**src/rtl/shift_add_multiplier.sv**
```systemverilog
// Iterative unsigned N x N shift-and-add multiplier.
// Retires one multiplier bit per clock and returns a 2N-bit product with a one-cycle done strobe.
module shift_add_multiplier #(
  parameter int unsigned N = 4
) (
  input  logic           clk,
  input  logic           rst,
  input  logic           start,
  input  logic [N-1:0]   multiplicand,
  input  logic [N-1:0]   multiplier,
  output logic [2*N-1:0] product,
  output logic           busy,
  output logic           done
);

  localparam int unsigned CntW = $clog2(N + 1);
  localparam logic [CntW-1:0] CntLast = CntW'(N - 1);

  typedef enum logic [1:0] {
    StIdle,
    StCalc,
    StDone
  } state_e;

  state_e          state_q, state_d;
  logic [2*N-1:0]  mcand_q, mcand_d;
  logic [N-1:0]    mplier_q, mplier_d;
  logic [2*N-1:0]  acc_q, acc_d;
  logic [CntW-1:0] cnt_q, cnt_d;
  logic [2*N-1:0]  product_q, product_d;
  logic            busy_q, busy_d;
  logic            done_q, done_d;
  logic [2*N-1:0]  acc_next;

  always_comb begin
    state_d   = state_q;
    mcand_d   = mcand_q;
    mplier_d  = mplier_q;
    acc_d     = acc_q;
    cnt_d     = cnt_q;
    product_d = product_q;
    busy_d    = 1'b0;
    done_d    = 1'b0;
    // Cannot wrap: the partial sums are bounded by (2^N-1)^2.
    acc_next  = acc_q + (mplier_q[0] ? mcand_q : '0);

    case (state_q)
      StIdle: begin
        if (start) begin
          mcand_d  = {{N{1'b0}}, multiplicand};
          mplier_d = multiplier;
          acc_d    = '0;
          cnt_d    = '0;
          state_d  = StCalc;
          busy_d   = 1'b1;
        end
      end
      StCalc: begin
        acc_d    = acc_next;
        mcand_d  = mcand_q << 1;
        mplier_d = mplier_q >> 1;
        cnt_d    = cnt_q + 1'b1;
        busy_d   = 1'b1;
        if (cnt_q == CntLast) begin
          state_d   = StDone;
          busy_d    = 1'b0;
          done_d    = 1'b1;
          product_d = acc_next;
        end
      end
      StDone: begin
        state_d = StIdle;
      end
      default: begin
        state_d = StIdle;
      end
    endcase
  end

  always_ff @(posedge clk) begin
    if (rst) begin
      state_q   <= StIdle;
      mcand_q   <= '0;
      mplier_q  <= '0;
      acc_q     <= '0;
      cnt_q     <= '0;
      product_q <= '0;
      busy_q    <= 1'b0;
      done_q    <= 1'b0;
    end else begin
      state_q   <= state_d;
      mcand_q   <= mcand_d;
      mplier_q  <= mplier_d;
      acc_q     <= acc_d;
      cnt_q     <= cnt_d;
      product_q <= product_d;
      busy_q    <= busy_d;
      done_q    <= done_d;
    end
  end

  assign product = product_q;
  assign busy    = busy_q;
  assign done    = done_q;

endmodule

```
**config.mk**
```make
export PLATFORM = sky130hd
export DESIGN_NAME = shift_add_multiplier
export DESIGN_NICKNAME = d
export VERILOG_FILES = /design/src/rtl/shift_add_multiplier.sv
export SDC_FILE = /design/constraint.sdc
export NUM_CORES = 1
export LEC_CHECK = 0
export ABC_AREA = 1
export CAP_MARGIN = 10
export CORE_UTILIZATION = 55
export DETAILED_ROUTE_END_ITERATION = 16
export PLACE_DENSITY = 0.86
export SLEW_MARGIN = 20
export SYNTH_ARGS = -nofsm -noshare
export SYNTH_HDL_FRONTEND = slang
export SYNTH_SLANG_ARGS = --single-unit
export TNS_END_PERCENT = 20
```
**constraint.sdc**
```tcl
create_clock -name clk -period 4.9 [get_ports clk]
set_input_delay 0.98 -clock clk [delete_from_list [all_inputs] [get_ports clk]]
set_output_delay 0.98 -clock clk [all_outputs]
set_load 0.02 [all_outputs]
```
==> summary.txt, run 1 <==
Run status
  • Outcome: complete, no violations

CTS
  • Hold-fix buffers, CTS: 0
  • Clock Tree Buf Depth: 2
  • CTS Buf Count: 5
  • CTS Sinks: 35
  • Clock Latency Late Sink: 0.34 ns
  • Htree depth: 2
  • Post_cts resized: 0
  • Postcts setup bufs: 0
  • CTS tree: built
  • Clock Tree Root: clkbuf_4
  • Clock-pin slew on the worst setup and hold paths: 0.11 ns

Setup path
  • Worst-path maximum fanout: 2
  • CP bufs+invs: 1
  • Crit. End Element: output pin
  • Worst EP arrival: 1.29 ns
  • Worst path cell trace: clkdlybuf4s50_1
  • WP data required: 3.92 ns
  • CP Class: reg2out
  • Slowest-stage cell, CP: clkdlybuf4s50_1
  • Slowest Stage Delay on Critical Path: 0.61 ns
  • Kind of cell adding the most delay to the critical path: buffers and inverters
  • Critical Path Source Type: register

Placement
  • IO Port Bufs: 20
  • Placed insts: 290
  • Pre-CTS WS: 2.407 ns
  • Placer Congestion: 0.8613
  • Area post-placement: 0.001963 mm²
  • Dpl hpwl: 2.410 mm

Routing
  • Antenna-violating nets left: 0
  • Via density: 5.107
  • DR iter-0 viols: 71
  • DR vias: 1522
  • Drt pass-1 iters: 4
  • Total Wirelength: 3.402 mm
  • Residual DRC: 0
  • Routed len/inst: 11.42 µm

Logic synthesis
  • Post-synth EDFFs: 0
  • Synth top cells by count: nand2_1 (73), dfxtp_1 (35), inv_1 (25)
  • Yosys reg bits: 35
  • Most frequent cell after synthesis: nand2_1
  • Gate Count Post-Synth: 234
  • Synth Area per Inst: 7.705 µm²
  • Seq/Total Area, Yosys: 38.86%
  • Synth top area share: 38.86%
  • Largest cells by area after synthesis: dfxtp_1 (39%), nand2_1 (15%), a21oi_1 (6.7%), ha_1 (6.2%), inv_1 (5.2%)
  • Yosys warns: 0
  • Fraction of registers with async set/reset: 0%
  • Mapped cell area: 0.001803 mm²
  • Syn nets: 255
  • Synth Flop Type: dfxtp_1
  • Count of different cell masters after synthesis: 35
  • Top cell type by total area after synthesis: dfxtp_1

STA
  • Tcrit/Tclk final: 46.40%
  • Worst slew margin: 66.16%
  • Worst Max-Slew Pin Slew: 0.5065 ns
  • Fin. Hold Viols: 0
  • F_max: 439.8 MHz
  • RSZ-0062 raised after global routing: false
  • Setup Total Neg Slack: 0 ns
  • Final setup fails: 0
  • Clk_skew: 0.01361 ns
  • Fin. max-slew vios: 0
  • Fin crit period: 2.274 ns
  • Final WS setup: 2.626 ns

Pwr
  • Pwr/cell area: 258.6 mW/mm²
  • Leak pwr: 0.9191 nW
  • Max VDD drop: 0.0002132 V
  • Power Total: 524.1 µW

Die
  • IO Pins: 21
  • Die area: 0.003511 mm²
  • Die Width: 59.26 µm
  • Core Region: 0.003078 mm²
  • Initial Util: 58.58%
  • Row count: 20
  • Die H: 59.26 µm

Layout
  • Share of layout cells above drive strength 1: 10.24%
  • Finished layout cell area: 0.002027 mm²
  • Post-layout nets: 274
  • Finished Layout Cells: 298
  • Diode count: 0
  • Syn-to-layout area delta: 12.42%
  • Fill cell count: 278

GRT
  • Grt ovf: 0
  • Total GRT Usage: 22.96%
  • Largest net degree at the start of global routing: 30
  • Global-route wire length before repair: 5.989 mm
  • Vias in the first global route: 1512
  • Initial antenna violation count: 0

Worst hold path
  • Worst hold path type: reg2reg

Run
  • Max-cap viol count: 0
-- power by group --
group / switching [mW] / total [mW] / internal (mW) / leakage, nW
sequential: 0.00811 / 0.301 / 0.293 / 0.284
combinational: 0.0324 / 0.0535 / 0.0211 / 0.599
clock: 0.0982 / 0.169 / 0.0712 / 0.0355
total: 0.139 / 0.524 / 0.385 / 0.919
-- stage by stage --
step | hold WS, ns | utilization (%)
after detailed placement | 0.4516 | 63.78
final | 0.4746 | 65.85
after CTS | 0.4735 | 65.85
after floorplan | 0.4322 | -
after global placement | 0.4550 | 63.78
after global routing | 0.4986 | 65.85
-- cell families (layout without fill, tap and decap cells) --
family	count (synthesis)	count (layout)	synth area share, %
flops	35	35	38.86
fa+ha+maj	10	10	7.356
buf+inv	37	57	11.94
compound gates	41	41	13.88
xor+xnor	2	2	0.9717
simple gates	109	109	26.99
-- placed cells by master, fill, tap and decap left out, types with 2 or more instances in the layout --
cell,instances
o22ai_1,4
nor2_2,2
or2_1,2
nand3_2,2
a21oi_1,24
o21ai_0,4
inv_1,25
nand2_1,73
ha_1,9
dfxtp_1,35
a21oi_2,2
nor2_1,10
a211oi_1,2
or2_2,2
nor2_4,2
nand3b_1,2
nand3_1,10
clkdlybuf4s50_1,20
and2_1,2
clkbuf_4,5
clkinv_4,2
a22oi_2,2
-- layer usage --
layer	global-route usage, %	share of wire, %
met5	0	0
met1	25.17	43
met4	11.22	1.9
met2	40.45	51
met3	6.332	4.2
-- final timing paths --
kind,startpoint,end,slack (ns),cells after the start
max,product[7],product[7],2.63,1
min,mcand_q[7],mcand_q[7],0.47,2
min reg2reg,mcand_q[7],mcand_q[7],0.47,2
max reg2reg,mplier_q[0],acc_q[4],2.82,12
-- cell type report --
class / count / area [µm²] / share of cell area (%)
inverters: 28 / 112.6 / 5.556
clock inverters: 1 / 8.758 / 0.4321
flip-flops and latches: 35 / 700.7 / 34.57
repair buffers: 21 / 207.7 / 10.25
clock buffers: 7 / 55.05 / 2.716
multi-input cells: 162 / 887.1 / 43.77
well taps: 44 / 55.05 / 2.716
-- sequential cells by signal, summed over array words and instances, names as in the netlist --
signal / cells
done: 1
product: 8
mplier_q: 4
acc_q: 8
busy: 1
state_q: 2
mcand_q: 8
cnt_q: 3
Power figures use the tool's default switching activity.
==> inputs of run 2 (changes only) <==
Clock period 4.9 ns to 2.2 ns, I/O delays scaled along.
==> run 2 against run 1 <==
Net effect: register-to-register slack worse by 2.6 ns; sequential share of layout area increased by 0.11 points; final area decreased by 0.31%; combinational power rose by 130%; final cell count rose by 0.34%.
==> summary.txt, run 2 (synthesis results as in run 1) <==
Run status
  • Outcome: complete, no violations

CTS
  • Clock-pin slew on the worst setup and hold paths: 0.10 ns (about the same)
  • Htree depth: 2 (unchanged)
  • CTS Buf Count: 5 (unchanged)
  • Clock Tree Root: clkbuf_4
  • Post_cts resized: 0 (unchanged)
  • CTS tree: built
  • Hold-fix buffers, CTS: 0 (unchanged)
  • CTS Sinks: 35 (unchanged)
  • Clock Latency Late Sink: 0.34 ns (about the same)
  • Clock Tree Buf Depth: 2 (unchanged)
  • Postcts setup bufs: 0 (unchanged)

GRT
  • Global-route wire length before repair: 5.575 mm (-6.9%)
  • Total GRT Usage: 21.13% (-1.8 points)
  • Initial antenna violation count: 0 (unchanged)
  • Largest net degree at the start of global routing: 22 (-27%)
  • Grt ovf: 0 (unchanged)
  • Vias in the first global route: 1376 (-9.0%)

Setup path
  • Worst EP arrival: 2.26 ns (+0.97 ns)
  • Crit. End Element: register
  • Worst reg2reg path depth: 12 (unchanged)
  • Critical Path Source Type: register
  • Worst setup endpoint: acc_q[4]
  • Worst R2R Start: mplier_q[0]
  • WP data required: 2.48 ns (-1.44 ns)
  • Reg-to-Reg End: acc_q[4]
  • CP Class: reg2reg
  • Critical path launch point: mplier_q[0]
  • Worst-path maximum fanout: 9 (+7)
  • Reg2reg setup slack: 0.22 ns (-2.60 ns)

Die
  • Initial Util: 58.58% (unchanged)
  • Core Region: 0.003078 mm² (unchanged)
  • Die area: 0.003511 mm² (unchanged)
  • Die H: 59.26 µm (unchanged)
  • Die Width: 59.26 µm (unchanged)
  • IO Pins: 21 (unchanged)
  • Row count: 20 (unchanged)

Placement
  • IO Port Bufs: 20 (unchanged)
  • Placer Congestion: 0.8352 (-3.0%)
  • Dpl hpwl: 2.424 mm (+0.61%)
  • Pre-CTS WS: 0.2599 ns (-2.147 ns)
  • Area post-placement: 0.001971 mm² (+0.38%)

Pwr
  • Pwr/cell area: 557.6 mW/mm² (+120%)
  • Power Total: 1.127 mW (+110%)
  • Leak pwr: 0.9177 nW (-0.15%)
  • Max VDD drop: 0.0004241 V (+99%)

Routing
  • DR iter-0 viols: 40 (-44%)
  • Drt pass-1 iters: 4 (unchanged)
  • Antenna-violating nets left: 0 (unchanged)
  • Total Wirelength: 3.349 mm (-1.6%)
  • Via density: 5.047 (-1.2%)
  • Met3 routed WL: 111 µm (-22%)
  • Routed len/inst: 11.20 µm (-1.9%)
  • Residual DRC: 0 (unchanged)
  • WL met2: 1.644 mm (-4.6%)
  • Uppermost layer routed: met4
  • Metal-1 WL: 1.542 mm (+5.0%)
  • DR vias: 1509 (-0.85%)

STA
  • Fin crit period: 1.981 ns
  • Final setup fails: 0 (unchanged)
  • F_max: 504.7 MHz
  • Fin. Hold Viols: 0 (unchanged)
  • Tcrit/Tclk final: 90.06%
  • RSZ-0062 raised after global routing: false
  • Worst Max-Slew Pin Slew: 0.4965 ns (-0.009951 ns)
  • Clk_skew: 0.005499 ns (-0.008113 ns)
  • Setup Total Neg Slack: 0 ns (unchanged)
  • Final hold slack: 0.4721 ns (-0.002472 ns)
  • Worst slew margin: 66.82% (+0.67 points)
  • Final WS setup: 0.2187 ns (-2.408 ns)
  • Fin. max-slew vios: 0 (unchanged)

Layout
  • Most common cell after layout, fill and taps aside: nand2_1
  • Syn-to-layout area delta: 12.08%
  • Post-layout nets: 275 (+0.36%)
  • Diode count: 0 (unchanged)
  • Most frequent cells in the layout: nand2_1 (73), dfxtp_1 (35), inv_1 (25), a21oi_1 (24), clkdlybuf4s50_1 (20)
  • Share of layout cells above drive strength 1: 10.20% (-0.040 points)
  • Finished layout cell area: 0.002021 mm² (-0.31%)

Worst hold path
  • Worst hold path type: reg2reg

Run
  • Max-cap viol count: 0 (unchanged)
[run 2: layout make-up]
class                           instances  area (µm²)
Timing Repair Buffer                   22       215.2
Tap cell                               44       55.05
Inverter                               28       112.6
Clock inverter                          1       5.005
Sequential cell                        35       700.7
Fill cell                             261        1057
Multi-Input combinational cell        162       887.1
Clock buffer                            7       45.04
[run 2: worst min-delay path by stage]
stage / startpoint / endpoint / slack (ns) / cells after the start
final: product[2] / product[2] / 0.47 / 2
after CTS: cnt_q[0] / cnt_q[0] / 0.47 / 1
after floorplan: cnt_q[0] / cnt_q[0] / 0.43 / 1
after global placement: cnt_q[0] / cnt_q[0] / 0.46 / 1
after detailed placement: cnt_q[0] / cnt_q[0] / 0.46 / 1
after global routing: cnt_q[0] / cnt_q[0] / 0.49 / 1
[run 2: stage by stage]
step / utilization [%] / instances
after floorplan: - / 234
after detailed placement: 64.02 / 291
final: 65.65 / 299
after global routing: 65.65 / 299
after CTS: 65.65 / 299
after global placement: 64.02 / 291
[run 2: power by group]
group          switching, mW  internal (mW)
clock network          0.211          0.125
registers             0.0173          0.653
logic                 0.0725         0.0483
total                  0.301          0.826
[run 2: critical path: stages, from the launching register on]
cell and delay, ns:
dfxtp_1 0.51, nand2_1 0.09, inv_1 0.06, ha_1 0.15, inv_1 0.05, fa_1 0.40
inv_1 0.07, nand2_1 0.05, nand2_1 0.07, and2_1 0.14, or2_1 0.14, nand3_1 0.08
a21oi_1 0.13
[run 2: layer usage]
layer  track usage [%]  up-vias
li1                  -      787
met2             38.04       26
met4             7.143        0
met3             5.895        8
met1             23.70      688
met5                 0        -
